===== src/rtl/sobel_threshold_stage.sv =====
// Sobel L1 magnitude, threshold compare and per-frame edge counter.
// Two-stage valid/ready pipeline; threshold latched on each SOF beat.
module sobel_threshold_stage #(
  parameter int GW          = 11,
  parameter int CNT_W       = 20,
  parameter int THR_DEFAULT = 128
) (
  input  logic                 clk,
  input  logic                 rst,
  input  logic [7:0]           threshold,
  input  logic                 s_valid,
  output logic                 s_ready,
  input  logic signed [GW-1:0] s_gx,
  input  logic signed [GW-1:0] s_gy,
  input  logic                 s_sof,
  input  logic                 s_eof,
  output logic                 m_valid,
  input  logic                 m_ready,
  output logic [7:0]           m_pixel,
  output logic                 m_sof,
  output logic                 m_eof,
  output logic [CNT_W-1:0]     edge_count,
  output logic                 edge_count_valid
);

  typedef struct packed {
    logic       valid;
    logic       sof;
    logic       eof;
    logic [7:0] mag;
    logic [7:0] thr;
  } s1_t;

  s1_t            s1;
  logic           adv;
  logic           acc;
  logic [7:0]     thr_active;
  logic [7:0]     thr_sel;
  logic [GW-1:0]  ax;
  logic [GW-1:0]  ay;
  logic [GW:0]    sum;
  logic [7:0]     mag;
  logic [CNT_W-1:0] running;
  logic [CNT_W-1:0] base;
  logic [CNT_W-1:0] nxt;
  logic           hs;

  assign adv     = !m_valid || m_ready;
  assign s_ready = adv;
  assign acc     = s_valid && adv;
  assign hs      = m_valid && m_ready;

  // Magnitude and threshold selection for the incoming beat
  always_comb begin
    ax  = s_gx[GW-1] ? -s_gx : s_gx;
    ay  = s_gy[GW-1] ? -s_gy : s_gy;
    sum = {1'b0, ax} + {1'b0, ay};
    mag = (sum > (GW+1)'(255)) ? 8'hFF : sum[7:0];
    thr_sel = s_sof ? threshold : thr_active;
  end

  // Threshold latch, updated only by accepted SOF beats
  always_ff @(posedge clk or posedge rst) begin
    if (rst) thr_active <= 8'(THR_DEFAULT);
    else if (acc && s_sof) thr_active <= threshold;
  end

  // Stage 1: register magnitude, framing and selected threshold
  always_ff @(posedge clk or posedge rst) begin
    if (rst) s1 <= '0;
    else if (adv) begin
      s1.valid <= s_valid;
      s1.sof   <= s_valid && s_sof;
      s1.eof   <= s_valid && s_eof;
      s1.mag   <= mag;
      s1.thr   <= thr_sel;
    end
  end

  // Stage 2: compare and drive the output stream
  always_ff @(posedge clk or posedge rst) begin
    if (rst) begin
      m_valid <= 1'b0;
      m_pixel <= 8'h00;
      m_sof   <= 1'b0;
      m_eof   <= 1'b0;
    end else if (adv) begin
      m_valid <= s1.valid;
      m_pixel <= (s1.valid && s1.mag >= s1.thr) ? 8'hFF : 8'h00;
      m_sof   <= s1.sof;
      m_eof   <= s1.eof;
    end
  end

  // Next running count for the beat leaving on this handshake
  always_comb begin
    base = m_sof ? '0 : running;
    nxt  = (m_pixel[0] && base != '1) ? base + CNT_W'(1) : base;
  end

  // Edge counter, published on the EOF handshake
  always_ff @(posedge clk or posedge rst) begin
    if (rst) begin
      running          <= '0;
      edge_count       <= '0;
      edge_count_valid <= 1'b0;
    end else begin
      edge_count_valid <= 1'b0;
      if (hs) begin
        if (m_eof) begin
          edge_count       <= nxt;
          edge_count_valid <= 1'b1;
          running          <= '0;
        end else begin
          running <= nxt;
        end
      end
    end
  end

endmodule


===== config.mk =====
export PLATFORM = sky130hd
export DESIGN_NAME = sobel_threshold_stage
export DESIGN_NICKNAME = d
export VERILOG_FILES = /design/src/rtl/sobel_threshold_stage.sv
export SDC_FILE = /design/constraint.sdc
export NUM_CORES = 1
export LEC_CHECK = 0
export ABC_AREA = 0
export CAP_MARGIN = 20
export CORE_MARGIN = 2
export CORE_UTILIZATION = 38
export CTS_CLUSTER_SIZE = 14
export DETAILED_ROUTE_END_ITERATION = 12
export GPL_ROUTABILITY_DRIVEN = 0
export HOLD_SLACK_MARGIN = 0.06
export PLACE_DENSITY_LB_ADDON = 0.3
export SETUP_SLACK_MARGIN = 0.02
export SLEW_MARGIN = 20
export SYNTH_ARGS = -nofsm -noshare
export SYNTH_HDL_FRONTEND = slang
export SYNTH_SLANG_ARGS = --single-unit

===== constraint.sdc =====
create_clock -name clk -period 2.8 [get_ports clk]
set_input_delay 0.56 -clock clk [delete_from_list [all_inputs] [get_ports clk]]
set_output_delay 0.56 -clock clk [all_outputs]
set_load 0.05 [all_outputs]

==> flow_summary.ini <==
[worst_setup_path]
worstSetupPathType = input pin to register
worstPathMaxFanout = 8
cp.required_ps = 3020
cp.arrival_ps = 3170
cp-start-kind = input pin
cp-end-kind = register

[synth]
synth_cell_type_count = 61
synth_compound_area_frac = 0.1888
yosysWarningCount = 0
syn_nets = 583
synth_area_per_cell_um2 = 8.930
synth-async-reset-ratio = 1.000
synthSimpleGateAreaFrac = 0.1976
synth-adder-area-share = 0.06310
yosysSeqAreaShare = 0.3853
synth_top_family_by_area = simple AND/OR/NAND/NOR gates
synth-seq-cells = 72
synth_xor_area_frac = 0.07487
synth_area_um2 = 4679
synth_cells = 524
synth_ff_type = dfrtp_1
synth-edff-count = 0
synth_mux_area_frac = 0.03850

[drt]
drt_iter0_drc = 190
viasPerCell = 5.263
antenna_left = 0
drc = 0
drt_wl_total_um = 11450
dr.pass1.iters = 4
avgRoutedWirePerCell_um = 14.29
via_count = 4216

[timing]
rsz0062_at_grt = true
fin_crit_sh = 1.053
setup_ws_ps = -148.7
finalCriticalPeriod_ps = 2949
clock_skew_ps = 6.938
hold_viol = 0
setup_viol = 8
max_freq_mhz = 339.1
drv_slew = 0
worst_slew_pin_slew_ps = 739.3
relSlewSlack = 0.5064

[global_routing]
grt_pass1_wl_um = 19270
grt_pass1_vias = 4178
antenna_found_initial = 0
grt_max_degree = 36
overflow = 0
grt_usage = 0.1806

[finish]
syn_to_final_growth_pct = 38.61
antenna_cells = 0
final_cells = 801
final_layout_size_suffix_gt1_frac = 0.2324
fill_cells = 1111
fin_nets = 708

[floorplanning]
start_util = 0.3896
die_h_um = 115.0
fp.dieW_um = 115.0
die-area_um2 = 13220
io-pin-count = 69
core_area_um2 = 12010
num_rows = 40

[place]
dp.cells = 769
hpwl_um = 8464
io_buffers = 68

[clocking]
cts-buffers-inserted = 9
clk_latency_ps = 340
clock-sinks = 72
root_buffer = clkbuf_16
clkTransAtPathRegs_ps = 50
h-tree-depth = 3
cts_hold_buf = 0
cts_tree = built
clk_path_buf_depth = 2

[power]
vdd.ir_drop.worst_mv = 0.3694
power_density_nw_per_um2 = 641.6
power_mw = 4.161
p_leak_nw = 2.806

[run]
maxCapViolations = 0

[run_status]
violations = negative setup slack
status = finished with violations

[min_path]
hp-class = register to register
==> cells by family (layout without fill, tap and decap cells) <==
kind of cell               count (synthesis)  count (layout)
buffers and inverters                     55             185
adders and majority gates                 23              23
DFF                                       72              72
and+or+nand+nor                          176             176
AOI/OAI and AO/OA                        141             141
xor gates and xnor gates                  40              40
muxes                                     17              17
==> sequential cells by signal, summed over array words and instances (netlist names), 8 cells and up <==
| register | flops |
|---|---|
| running | 20 |
| edge_count | 20 |
| thr_active | 8 |
| s1 | 19 |
==> cell usage after synthesis, drive strengths merged, types with 2 or more instances <==
master   n  area (um2)
nand2   75       281.5
dfrtp   71        1777
o21ai   62       310.3
xnor2   31       271.5
a21oi   24       120.1
clkbuf  22       82.58
ha      22       275.3
inv     22       82.58
nand3   17       85.08
o31ai   15       112.6
nand2b  13       81.33
buf     11       77.57
nor2    11       41.29
mux2i    9       90.09
xor2     9       78.83
a31oi    8       50.05
mux2     8       90.09
nand4    8       50.05
nor2b    8       50.05
o22a     7       61.31
a21o     6       45.04
nor3     6       30.03
or3      6       37.54
and3     5       31.28
and2     4       25.02
and2b    4       30.03
o21a     4       30.03
and4     3       28.78
nand3b   3       35.03
nor4     3       25.02
a211o    2       17.52
a311oi   2       35.04
and3b    2       17.52
nor4b    2       17.52
==> stage by stage <==
step	util	hold slack [ps]	setup TNS, ps	cell area (um2)	setup slack, ps
after global routing	0.5400	489.8	-1913	6486	-253.7
final	0.5400	473.7	-1111	6486	-148.7
after CTS	0.5332	477.5	-1063	6405	-159.0
after floorplan	-	438.6	-2318	4712	-290.8
after global placement	0.4911	454.7	-6107	5899	-778.8
after detailed placement	0.4911	464.1	-7065	5899	-895.9
==> cell usage in the layout (no fill, tap or decap), types with 12 or more instances in the layout <==
master           synthesis  routed
buf_4                    7      77
nand2_1                 75      72
dfrtp_1                 71      71
o21ai_0                 60      57
clkdlybuf4s50_1          0      56
xnor2_1                 31      31
a21oi_1                 24      22
inv_1                   22      17
ha_1                    22      15
nand3_1                 17      14
nand2b_1                13      13
o31ai_1                 15      12
==> final timing paths <==
kind,slack (ps),from,to,cells past startpoint
worst max-delay path,-150,s_gy[3],s1[9],12
worst min-delay path,470,edge_count[14],edge_count[14],2
worst max register to register,320,m_sof,edge_count[18],9
worst min register to register,470,edge_count[14],edge_count[14],2
max in group asynchronous,1480,rst,running[13],3
min in group asynchronous,680,rst,s1[4],2
==> report_power, final <==
group	leakage [nW]	switching, mW	internal (mW)
Clock	0.150	0.432	0.736
Combinational	1.74	0.946	0.725
Sequential	0.912	0.126	1.20
Total	2.81	1.50	2.66
==> metal layers <==
layer  wire, um  vias up  track usage
met5          0        -            0
met3        346       19      0.03954
met2       5832       76       0.3192
met4        242        0      0.05944
met1       5024     2015       0.2183
li1           -     2106            -
==> critical path, cell delays in order <==
cell,delay [ps]
buf_6,90
or3_4,380
or3b_4,410
o31ai_4,190
xnor2_1,110
ha_2,420
nand2_2,90
o311a_1,360
nor3_2,110
nand4_1,140
buf_6,160
o22a_1,160
==> repair_timing <==
| item | CTS | global route |
|---|---|---|
| resized for setup | 57 | 19 |
| setup buffers | 13 | 3 |
| pin swaps | 24 | 18 |
| endpoints found under the setup margin | 8 | 8 |
==> final cells by class <==
class / count / area (um2) / share of cell area
tap: 147 / 183.9 / 0.02836
multi-input combinational: 397 / 2848 / 0.4390
timing repair buffer: 147 / 1269 / 0.1956
clock inverter: 3 / 40.04 / 0.006173
sequential: 72 / 1803 / 0.2780
clock buffer: 13 / 260.3 / 0.04012
inverter: 22 / 82.58 / 0.01273
(Power assumes the default switching activity.)
